===== src/rtl/cook_timer_ctrl.sv =====
// Sequencing controller for a 3-digit mm:ss down-counting timer.
// Shifts keypad digits into the timer, paces the count with a 1 s enable, and tracks run/pause/done.
module cook_timer_ctrl #(
  parameter int TICK_DIV   = 50000000,
  parameter int MAX_DIGITS = 3
) (
  input  logic       clock,
  input  logic       clrn,
  input  logic       key_valid,
  input  logic [3:0] key_digit,
  input  logic       start_p,
  input  logic       stop_p,
  input  logic       door_closed,
  input  logic       zero,
  output logic [3:0] data,
  output logic       loadn,
  output logic       tmr_clrn,
  output logic       enable,
  output logic       mag_on,
  output logic       done,
  output logic [2:0] state_o
);

  localparam int PW = $clog2(TICK_DIV);
  localparam int CW = $clog2(MAX_DIGITS + 1);
  localparam logic [PW-1:0] PRESC_LAST = PW'(TICK_DIV - 1);
  localparam logic [CW-1:0] COUNT_MAX  = CW'(MAX_DIGITS);

  typedef enum logic [2:0] {
    ST_IDLE  = 3'd0,
    ST_ENTRY = 3'd1,
    ST_RUN   = 3'd2,
    ST_PAUSE = 3'd3,
    ST_DONE  = 3'd4
  } state_t;

  state_t        state_q, state_d;
  logic [CW-1:0] count_q, count_d;
  logic [PW-1:0] presc_q, presc_d;
  logic [3:0]    data_q, data_d;
  logic          loadn_q, loadn_d;
  logic          tmr_clrn_q, tmr_clrn_d;
  logic          enable_q, enable_d;
  logic          mag_on_q, mag_on_d;
  logic          done_q, done_d;

  logic digit_ok;
  logic can_start;

  assign digit_ok  = key_valid && (key_digit <= 4'd9);
  assign can_start = start_p && door_closed && !zero;

  always_ff @(posedge clock or negedge clrn) begin
    if (!clrn) begin
      state_q    <= ST_IDLE;
      count_q    <= '0;
      presc_q    <= '0;
      data_q     <= 4'd0;
      loadn_q    <= 1'b1;
      tmr_clrn_q <= 1'b1;
      enable_q   <= 1'b0;
      mag_on_q   <= 1'b0;
      done_q     <= 1'b0;
    end else begin
      state_q    <= state_d;
      count_q    <= count_d;
      presc_q    <= presc_d;
      data_q     <= data_d;
      loadn_q    <= loadn_d;
      tmr_clrn_q <= tmr_clrn_d;
      enable_q   <= enable_d;
      mag_on_q   <= mag_on_d;
      done_q     <= done_d;
    end
  end

  always_comb begin
    state_d    = state_q;
    count_d    = count_q;
    presc_d    = presc_q;
    data_d     = data_q;
    loadn_d    = 1'b1;
    tmr_clrn_d = 1'b1;
    enable_d   = 1'b0;

    case (state_q)
      ST_IDLE, ST_ENTRY: begin
        // A start pulse owns its cycle even when gated off, so a coincident digit is dropped.
        if (stop_p) begin
          tmr_clrn_d = 1'b0;
          count_d    = '0;
          state_d    = ST_IDLE;
        end else if (start_p) begin
          if (can_start) begin
            state_d = ST_RUN;
            presc_d = '0;
          end
        end else if (digit_ok && (count_q < COUNT_MAX)) begin
          loadn_d = 1'b0;
          data_d  = key_digit;
          count_d = count_q + 1'b1;
          state_d = ST_ENTRY;
        end
      end

      ST_RUN: begin
        if (stop_p || !door_closed) begin
          state_d = ST_PAUSE;
        end else if (zero) begin
          // No enable on this cycle: the timer must not wrap below 0:00.
          state_d = ST_DONE;
        end else if (presc_q == PRESC_LAST) begin
          presc_d  = '0;
          enable_d = 1'b1;
        end else begin
          presc_d = presc_q + 1'b1;
        end
      end

      ST_PAUSE: begin
        if (stop_p) begin
          tmr_clrn_d = 1'b0;
          count_d    = '0;
          state_d    = ST_IDLE;
        end else if (can_start) begin
          state_d = ST_RUN;
        end
      end

      ST_DONE: begin
        if (stop_p) begin
          tmr_clrn_d = 1'b0;
          count_d    = '0;
          state_d    = ST_IDLE;
        end else if (key_valid || start_p || !door_closed) begin
          count_d = '0;
          state_d = ST_IDLE;
        end
      end

      default: begin
        state_d = ST_IDLE;
        count_d = '0;
      end
    endcase

    mag_on_d = (state_d == ST_RUN);
    done_d   = (state_d == ST_DONE);
  end

  assign data     = data_q;
  assign loadn    = loadn_q;
  assign tmr_clrn = tmr_clrn_q;
  assign enable   = enable_q;
  assign mag_on   = mag_on_q;
  assign done     = done_q;
  assign state_o  = state_q;

endmodule

===== config.mk =====
export PLATFORM = sky130hd
export DESIGN_NAME = cook_timer_ctrl
export DESIGN_NICKNAME = d
export VERILOG_FILES = /design/src/rtl/cook_timer_ctrl.sv
export SDC_FILE = /design/constraint.sdc
export NUM_CORES = 1
export LEC_CHECK = 0
export BUFFER_PORTS_ARGS = -buffer_cell sky130_fd_sc_hd__buf_2
export CAP_MARGIN = 0
export CORE_AREA = 2 2 63 65
export DETAILED_ROUTE_END_ITERATION = 6
export DIE_AREA = 0 0 65 67
export PLACE_DENSITY = 0.83
export SYNTH_ARGS = -nofsm -noshare
export SYNTH_HDL_FRONTEND = slang
export SYNTH_SLANG_ARGS = --single-unit

===== constraint.sdc =====
create_clock -name clock -period 2.3 [get_ports clock]
set_input_delay 0.115 -clock clock [delete_from_list [all_inputs] [get_ports clock]]
set_output_delay 0.115 -clock clock [all_outputs]
set_load 0.01 [all_outputs]

Yosys cells after proc, flatten, opt, wreduce, memory -nomap -nowiden

Cells that the tools add are included.

Add/subtract/negate cells: 2
Multipliers: 0
Div/mod/pow operators: 0
Order comparisons: 2
Eq/ne operators: 16
Shifts and indexed selects: 0
Mux-type cells: 34
Bitwise gates (word level): 3
Reduce and logical (&&, ||, !) cells: 16

Operators with widths:

| kind                    | number |
|---|---|
| $mux W26                | 6 |
| $pmux W26 S2            | 1 |
| $mux W3                 | 9 |
| $add A26 B1 Y26 const B | 1 |
| $eq A26 B26 Y1 const B  | 1 |
| $mux W2                 | 6 |
| $ne A2 B2 Y1 const B    | 6 |
| $pmux W3 S4             | 1 |
| $mux W1                 | 10 |
| $eq A3 B2 Y1 const B    | 3 |
| $ne A3 B3 Y1 const B    | 3 |
| $pmux W2 S4             | 1 |
| $eq A3 B3 Y1 const B    | 2 |
| $reduce_and A6 Y1       | 1 |
| $reduce_and A5 Y1       | 1 |
| $le A4 B4 Y1 const B    | 1 |
| $logic_and A1 B1 Y1     | 4 |
| $reduce_and A4 Y1       | 1 |
| $reduce_or A4 Y1        | 1 |
| $eq A3 B1 Y1 const B    | 1 |
| $logic_not A3 Y1        | 1 |
| $logic_or A1 B1 Y1      | 3 |
| $not A1 Y1              | 3 |
| $add A2 B1 Y2 const B   | 1 |
| 4 further kinds         | 5 |

Register bits after elaboration: 40
Bits in latches: 0
RAM bits: 0
Bits in read-only memories: 0
Input port bits: 11
Logic and storage cells: 82
Memories kept: 0

Depth between registers and ports, before layout

Gate-level depths: netlist of run 1.

Word-level depth: 8
Gate-level depth with buffers: 8
Mapped depth without buffers: 6

Worst setup path after synthesis of run 1

No wires, ideal clock.

Path type: reg-to-reg
Start: reg state_q[2], in the netlist state_o[2]
End: reg presc_q[25]
Data arrival time: 2012 ps
Data required time: 2222 ps
Setup slack: 210 ps
Stages on the path, launching flop included: 6
Buffers on the path: 0
Period minus slack after synthesis: 2090 ps
Cell sequence: dfrtp_1 > nor4b_4 > o211ai_4 > or4b_4 > or3_1 > a21oi_1

Longest elaborated chain between the ends: 4

Ends and longest elaborated chain:

| element                                                             | RTL line | RTL |
|---|---|---|
| start, declared                                                     | 37       | `state_t state_q, state_d;` |
| start signal, assigned                                              | 65       | `state_q <= state_d;` |
| $eq A3 B1 Y1 or $logic_not A3 Y1 (tied branches)                    | 86       | `case (state_q)` |
| $reduce_or A2 Y1                                                    | 86       |  |
| $ne A2 B2 Y1 (no source line) or $reduce_bool A2 Y1 (tied branches) | -        |  |
| $reduce_and A6 Y1 (no source line)                                  | -        |  |
| end signal, assigned                                                | 67       | `presc_q <= presc_d;` |
| end, declared                                                       | 39       | `logic [PW-1:0] presc_q, presc_d;` |

Several ways; a longest one is shown, not always the timed one.
A chain may end at the register's enable or synchronous reset.

Worst setup path in the final report of run 1

Start: reg presc_q[7]
End: reg presc_q[25]

Longest elaborated chain between the ends: 5

Ends and longest elaborated chain:

| element                                           | RTL line | RTL |
|---|---|---|
| $add A26 B1 Y26 or $eq A26 B26 Y1 (tied branches) | 116, 112 |  |
| $mux W26 *                                        | 112      | `end else if (presc_q == PRESC_LAST) begin` |
| $mux W26 *                                        | 109      | `end else if (zero) begin` |
| $mux W26 *                                        | 107      | `if (stop_p \|\| !door_closed) begin` |
| $pmux W26 S2 *                                    | 86       |  |

Every way passes the cells marked *; elsewhere a longest branch is shown, timed or not. The select of a mux whose other input is x is not followed.

==> impl_metrics.ini, run 1 <==
[status]
status = completed

[worst_setup_path]
cpMaxStageDelayCell = or4b_4
cp.arrival_ns = 2.35
worst-setup-path-type = reg2reg
required_ns = 2.52
crit_family = simple AND/OR/NAND/NOR gates
crit_fanout = 9
endpoint_kind = flop
cp-start-kind = flop
critPathBufInv = 0
path_cells = and4_1 -> nand2_1 -> or4b_4 -> or3_1 -> a21oi_1
slowest_delay_ns = 0.57

[drt]
num_vias = 1723
ant_nets = 0
route.met2.wl_um = 2160
vias_per_cell = 5.88
routed.top_layer = met4
dr.pass1.iters = 4
wl_met1_um = 1890
drc = 0
wl_per_cell_um = 14.7
met3_length_um = 185
wl_um = 4300
drt_iter0_markers = 135

[floorplanning]
die_x_um = 65
core_um2 = 3610
die_area_um2 = 4360
dieHeight_um = 67
start_util = 0.568
rows = 22
io_pins = 23

[placed_design]
place_ws_ns = 0.240
hpwl_um = 3070
place_congestion = 0.898
port_buffers = 22

[sta]
setup_tns_ns = 0
rsz0062_at_grt = no
layout_setup_ws_ns = 0.173
fmax_mhz = 470
relSlewSlack = 0.430
skew_ns = 0.00760
min_period_ns = 2.13
hold_ws_ns = 0.0552
timing.final.crit_share = 0.925
report.final.slew_viol_count = 0
worst_pin_slew_ns = 0.855
setup_viol = 0
hold_viol_final = 0

[synth]
synth_common_cells = dfrtp_1, nor2_1, o21ai_0
ys_ff_latch = 40
ys_warn_count = 0
yosysMostFrequentCell = dfrtp_1
synth_cell_types = 38
syn_area_um2 = 2050
syn_avg_cell_area_um2 = 9.49
synthArstFlopShare = 1.00
synth_top_area_share = 0.464
ys_seq_area_frac = 0.490
synthFlopType = dfrtp_1
yosys-top-cells-area = dfrtp_1, o21ai_0, nor2_1, nand2_1, xnor2_1
synth_fp_nets = 229
synth_edf_count = 0
yosysTopAreaCell = dfrtp_1
synth_cells = 216

[pwr]
p_leak_uw = 0.00105
ir_drop_v = 0.000544
power.density_nw_per_um2 = 743
p_total_uw = 1730

[clock_network]
cts_setup_buffers = 0
max-clock-path-buffers = 2
clkTransAtPathRegs_ns = 0.08
clock_latency_ns = 0.29
clock-root-buffer = clkbuf_8
numCtsBuffers = 5
cts.sink_count = 40
h-tree-depth = 2
tritoncts = built

[flow_run]
cap_violations = 0

[grt]
grt_pass1_wl_um = 7470
grt_pass1_vias = 1682
grt_max_degree = 41
overflow = 0
antenna_found_initial = 0
grt_usage = 0.229

[finish]
syn_to_final_growth_pct = 13.6
ff_latch_area_um2 = 1000
multi_input_area_um2 = 1000
final_layout_size_suffix_gt1_frac = 0.192
antennaDiodeCount = 0
final_nets = 257
n_fill_cell = 304

[min_path]
hold_path_class = in2reg
## cells by family after synthesis
family,synth area share
adder cells (fa/ha/maj),0.0122
XOR/XNOR,0.0513
flip-flops,0.490
multiplexers,0.0220
buffers and inverters,0.0220
AND/OR/NAND/NOR,0.273
AO/OA/AOI/OAI,0.130
## report_power, final
group,internal [µW],leakage (µW),switching [µW]
clock network,211,0.0000479,242
logic,160,0.000460,223
registers,800,0.000537,93.5
total,1170,0.00105,559
## metal layers
metal | up-vias | global-route usage
met3 | 7 | 0.0574
met5 | - | 0
met2 | 46 | 0.376
met4 | 0 | 0.117
met1 | 829 | 0.278
li1 | 841 | -
## timing repair
item,in CTS,in global routing
hold buffers,1,0
hold endpoints to repair,38,0
gates resized for setup,0,0
## worst paths after layout
kind	depth (start not counted)	end	startpoint	slack, ns
max	5	presc_q[25]	presc_q[7]	0.17
min	2	data[0]	key_digit[0]	0.06
max in group asynchronous	2	presc_q[5]	clrn	1.30
max reg2reg	5	presc_q[25]	presc_q[7]	0.17
min in group asynchronous	2	presc_q[12]	clrn	0.46
min reg2reg	1	data[2]	data[2]	0.51
## layout make-up
cell class              instances  share of cell area
clock inverters                 3             0.00806
well taps                      48              0.0258
inverters                       3             0.00484
flip-flops and latches         40               0.431
repair buffers                 29              0.0709
multi-input cells             165               0.430
clock buffers                   5              0.0296
## flip-flops by register name (all words and copies together), names as in the netlist, 2 cells and up
register,count
presc_q,26
count_q,2
state_o,3
data,4
## cell usage in the layout (no fill, tap or decap), types with 2 or more instances in the layout
cell and n:
clkbuf_8 5, nand3_1 12, nor2_1 24, xnor2_1 8, o21ai_0 24, dfrtp_1 38, nor3_1 5, a21oi_1 8
buf_4 6, nor4_1 7, and4_1 4, and3_1 6, nand2b_1 2, clkinv_2 2, o31ai_1 5, mux2_2 4
nand2_1 19, inv_1 3, dfstp_2 2, ha_1 2, or3_1 4, buf_2 22, nand4_1 9, and2_1 2
xor2_1 4, a31oi_1 2
## stage by stage
stage | instances | cell area [µm²] | util
2_1_floorplan | 216 | 2050 | -
3_3_place_gp | 284 | 2230 | 0.619
3_5_place_dp | 284 | 2230 | 0.619
4_1_cts | 293 | 2330 | 0.646
5_1_grt | 293 | 2330 | 0.646
6_report | 293 | 2330 | 0.646
No activity file was read; power rests on OpenSTA's default activity.
==> inputs of run 2 (changes only) <==
- ABC_AREA: default -> 1
- CORE_AREA: 2 2 63 65 -> 2 2 68 70
- DIE_AREA: 0 0 65 67 -> 0 0 70 72
- PLACE_DENSITY: 0.83 -> 0.81
- TNS_END_PERCENT: default -> 10
==> impl_metrics.ini, run 2 <==
[drt]
drc = 0
wl_per_cell_um = 12.5
ant_nets = 0
num_vias = 2307
wl_um = 5320
dr.pass1.iters = 5
drt_iter0_markers = 174
vias_per_cell = 5.42

[worst_setup_path]
cpMaxStageDelayCell = dfrtp_1
crit_fanout = 14
endpoint_kind = flop
required_ns = 2.48
slowest_delay_ns = 0.42
r2r_start = state_o[0]
critPathMostFrequentCell = nand2_2
reg2regPathDepth = 10
reg2reg_to = presc_q[17]
cp.arrival_ns = 2.07
worst-setup-path-type = reg2reg
rrSetupSlack_ns = 0.42
cp-start-kind = flop
path_cells = inv_1 -> nand2_2 -> nor2_4 -> nand2_2 -> nand2_2 -> nand2_2 -> nor2_1 -> nand2_1 -> nand2_1 -> nor2_1

[status]
status = completed

[floorplanning]
rows = 24
core_um2 = 4260
io_pins = 23
die_x_um = 70
start_util = 0.558
die_area_um2 = 5040
dieHeight_um = 72

[synth]
synth_common_cells = nand2_1, nor2_1, inv_1
yosysTopAreaCell = dfrtp_1
yosys-top-cells-area = dfrtp_1, nand2_1, nor2_1, inv_1, nand3_1
syn_avg_cell_area_um2 = 6.88
synth_edf_count = 0
synthArstFlopShare = 1.00
synth_top_area_share = 0.399
ys_ff_latch = 40
syn_area_um2 = 2380
yosysMostFrequentCell = nand2_1
synth_cells = 346
ys_seq_area_frac = 0.421
synth_cell_types = 28
synth_fp_nets = 359
ys_warn_count = 0
synthFlopType = dfrtp_1

[sta]
timing.final.crit_share = 0.819
worst_pin_slew_ns = 0.872
setup_tns_ns = 0
hold_viol_final = 0
report.final.slew_viol_count = 0
setup_viol = 0
min_period_ns = 1.88
rsz0062_at_grt = no
relSlewSlack = 0.419
fmax_mhz = 531
skew_ns = 0.00972

[finish]
final_nets = 386
post-route-util = 0.619
largest_reg_flops = 26
final_layout_size_suffix_gt1_frac = 0.126
mostFrequentLayoutCells = nand2_1, nor2_1, inv_1
regMostFlops = presc_q
antennaDiodeCount = 0
syn_to_final_growth_pct = 10.8
final_common_cell = nand2_1
instances_no_fill = 426

[pwr]
p_total_uw = 1980
ir_drop_v = 0.000548
p_leak_uw = 0.00133
power.density_nw_per_um2 = 750

[clock_network]
tritoncts = built
clkTransAtPathRegs_ns = 0.08
h-tree-depth = 2
cts_setup_buffers = 0
numCtsBuffers = 5
clock-root-buffer = clkbuf_8
max-clock-path-buffers = 2
clock_latency_ns = 0.29
cts.sink_count = 40

[grt]
grt_pass1_vias = 2110
grt_pass1_wl_um = 9580
antenna_found_initial = 0
grt_usage = 0.236
grt_max_degree = 41
overflow = 0

[placed_design]
port_buffers = 22
hpwl_um = 3970
place_congestion = 0.937
dp.cells = 417

[min_path]
hp-start = stop_p
min_to = tmr_clrn
holdPathStages = 2
hold_path_class = in2reg

[flow_run]
cap_violations = 0
==> run 2: changes by cell type in the layout (fill, tap and decap cells not counted), sizes merged, moves of 5 or more <==
cell / delta
nand2: +92
inv: +42
nor2: +37
nand3: +18
o21ai: -12
xnor2: -8
and3: -6
nand4: +6
nor4: -6
o31ai: -5
==> run 2: worst max-delay path: cells and delay by family, from the launching register on <==
kind                   cells  cell delay [ns]
and+or+nand+nor            9             1.25
DFF                        1             0.42
buffers and inverters      1             0.11
==> run 2: where the power goes <==
group | leakage (µW) | internal (µW) | switching, µW
combinational | 0.000749 | 194 | 331
sequential | 0.000538 | 842 | 134
clock | 0.0000455 | 245 | 234
==> run 2: cells by family (layout without fill, tap and decap cells) <==
group / after synthesis / after routing / synth area share
AO/OA/AOI/OAI: 25 / 25 / 0.0620
XOR/XNOR: 1 / 1 / 0.00368
adder cells (fa/ha/maj): 2 / 2 / 0.0105
buffers and inverters: 50 / 78 / 0.0846
flip-flops: 40 / 40 / 0.421
multiplexers: 4 / 4 / 0.0189
AND/OR/NAND/NOR: 224 / 224 / 0.399
==> run 2: worst max-delay path by stage <==
stage | end | startpoint | cells after the start | slack [ns]
after detailed placement | presc_q[17] | state_o[0] | 10 | 0.44
after floorplan | presc_q[3] | state_o[2] | 9 | 0.78
final | presc_q[17] | state_o[0] | 10 | 0.42
after global placement | presc_q[17] | state_o[0] | 10 | 0.49
after global routing | presc_q[17] | state_o[0] | 10 | 0.19
after CTS | presc_q[17] | state_o[0] | 10 | 0.43
==> run 2: layer usage <==
layer	up-vias	routed length, µm	GRT usage
li1	1154	-	-
met1	1065	2390	0.322
met2	81	2520	0.385
met3	7	336	0.0403
met4	0	76	0.0833
met5	-	0	0
==> run 2: metrics by stage <==
step	area, µm²	setup slack (ns)	hold WS, ns
after floorplan	2380	0.779	-0.181
after global placement	2540	0.494	0.281
after detailed placement	2540	0.438	0.292
after CTS	2640	0.431	0.0347
after global routing	2640	0.193	0.0532
final	2640	0.417	0.0473
==> run 2: layout make-up <==
class	count	area [µm²]
Fill cell	387	1630
Sequential cell	40	1000
Tap cell	52	65.1
Multi-Input combinational cell	256	1180
Inverter	45	169
Clock buffer	8	90.1
Timing Repair Buffer	25	135
==> run 2: what timing repair did <==
| item | in CTS | in global routing |
|---|---|---|
| hold buffers | 1 | 0 |
| gates resized for setup | 0 | 0 |
| endpoints found under the hold margin | 38 | 0 |
==> inputs of run 3 (changes only) <==
- CORE_AREA: 2 2 68 70 -> 2 2 71 73
- DIE_AREA: 0 0 70 72 -> 0 0 73 75
- PLACE_DENSITY: 0.81 -> 0.79
- clock period: 2.3 -> 1.6 ns (I/O delays scaled with it)
==> impl_metrics.ini, run 3 (synthesized netlist as in run 2, its figures left out) <==
[pwr]
ir_drop_v = 0.000797
p_total_uw = 3130
power.density_nw_per_um2 = 1020
p_leak_uw = 0.00155

[status]
violations = negative setup slack
status = complete, but fails checks

[grt]
grt_usage = 0.251
grt_pass1_vias = 2410
grt_pass1_wl_um = 10600
grt_max_degree = 22
overflow = 0
antenna_found_initial = 0

[clock_network]
numCtsBuffers = 5
max-clock-path-buffers = 2
tritoncts = built
clock-root-buffer = clkbuf_8
clkTransAtPathRegs_ns = 0.07
cts.sink_count = 40
clock_latency_ns = 0.30
h-tree-depth = 2

[worst_setup_path]
cp-start-kind = flop
endpoint_kind = flop
required_ns = 1.84
worst-setup-path-type = reg2reg
crit_fanout = 6
cp.arrival_ns = 1.85

[placed_design]
place_congestion = 1.00
place_area_um2 = 2800
place_ws_ns = -0.0911
hpwl_um = 4450
port_buffers = 22

[floorplanning]
die_area_um2 = 5480
core_um2 = 4660
dieHeight_um = 75
die_x_um = 73
start_util = 0.511
io_pins = 23
rows = 25

[sta]
fmax_mhz = 619
hold_viol_final = 0
skew_ns = 0.00933
hold_ws_ns = 0.0164
worst_pin_slew_ns = 0.502
relSlewSlack = 0.665
setup_viol = 3
report.final.slew_viol_count = 0
min_period_ns = 1.61
rsz0062_at_grt = yes
layout_setup_ws_ns = -0.0147
timing.final.crit_share = 1.01

[drt]
vias_per_cell = 5.41
ant_nets = 0
dr.pass1.iters = 5
wl_um = 6280
num_vias = 2522
wl_per_cell_um = 13.5
drt_iter0_markers = 233
drc = 0

[flow_run]
cap_violations = 0

[finish]
antennaDiodeCount = 0
regMostFlops = presc_q
syn_to_final_growth_pct = 28.6
final_nets = 425
final_area_um2 = 3060
final_layout_size_suffix_gt1_frac = 0.274
largest_reg_flops = 26
final_common_cell = nand2_1
mostFrequentLayoutCells = nand2_1, nor2_1, inv_1

[min_path]
hold_path_class = in2reg
-- run 3: per-stage QoR --
step / TNS, ns / util / std cells
after floorplan: 0 / - / 346
after global placement: -0.0958 / 0.601 / 452
after detailed placement: -0.269 / 0.601 / 452
after CTS: 0 / 0.628 / 461
after global routing: -1.89 / 0.657 / 466
final: -0.0251 / 0.657 / 466
-- run 3: worst paths after layout --
check                              to  slack, ns         start  cells after the start
setup / recovery           presc_q[1]      -0.01    state_o[0]                     11
hold / removal                data[0]       0.02  key_digit[0]                      2
setup reg to reg           presc_q[1]      -0.01    state_o[0]                     11
hold reg to reg            count_q[0]       0.50    count_q[0]                      1
max in group asynchronous       loadn       0.75          clrn                      3
min in group asynchronous  presc_q[5]       0.29          clrn                      2
-- run 3: what timing repair did --
action,4_1_cts,5_1_grt
resized for setup,10,36
hold buffers,1,0
endpoints found under the hold margin,18,0
pin swaps,1,10
setup buffers,0,5
endpoints found under the setup margin,5,25
gates cloned,1,0
-- run 3: worst max-delay path, cell delays in order, from the launching register on --
cell	delay, ns
dfrtp_1	0.39
inv_2	0.10
nand2_4	0.07
nor2_4	0.18
nand2_4	0.09
a21oi_4	0.25
buf_6	0.16
buf_4	0.14
nand2_1	0.05
nand2_1	0.05
nand2_1	0.04
inv_1	0.04
-- run 3: power by group --
group	leakage, µW	switching (µW)	internal, µW
logic	0.000972	640	502
clock network	0.0000383	339	300
registers	0.000537	133	1210
total	0.00155	1110	2010
-- run 3: per-layer routing --
metal / part of all wire / routed length, µm / global-route usage / vias to the layer above
li1: - / - / - / 1241
met1: 0.44 / 2740 / 0.322 / 1194
met2: 0.50 / 3120 / 0.416 / 73
met3: 0.051 / 318 / 0.0549 / 14
met4: 0.017 / 105 / 0.0988 / 0
met5: 0 / 0 / 0 / -
-- run 3: final cells by class --
type                    count  area, µm²
clock buffers               7       76.3
repair buffers             64        459
well taps                  54       67.6
multi-input cells         256       1280
inverters                  45        171
fillers                   384       1600
flip-flops and latches     40       1000
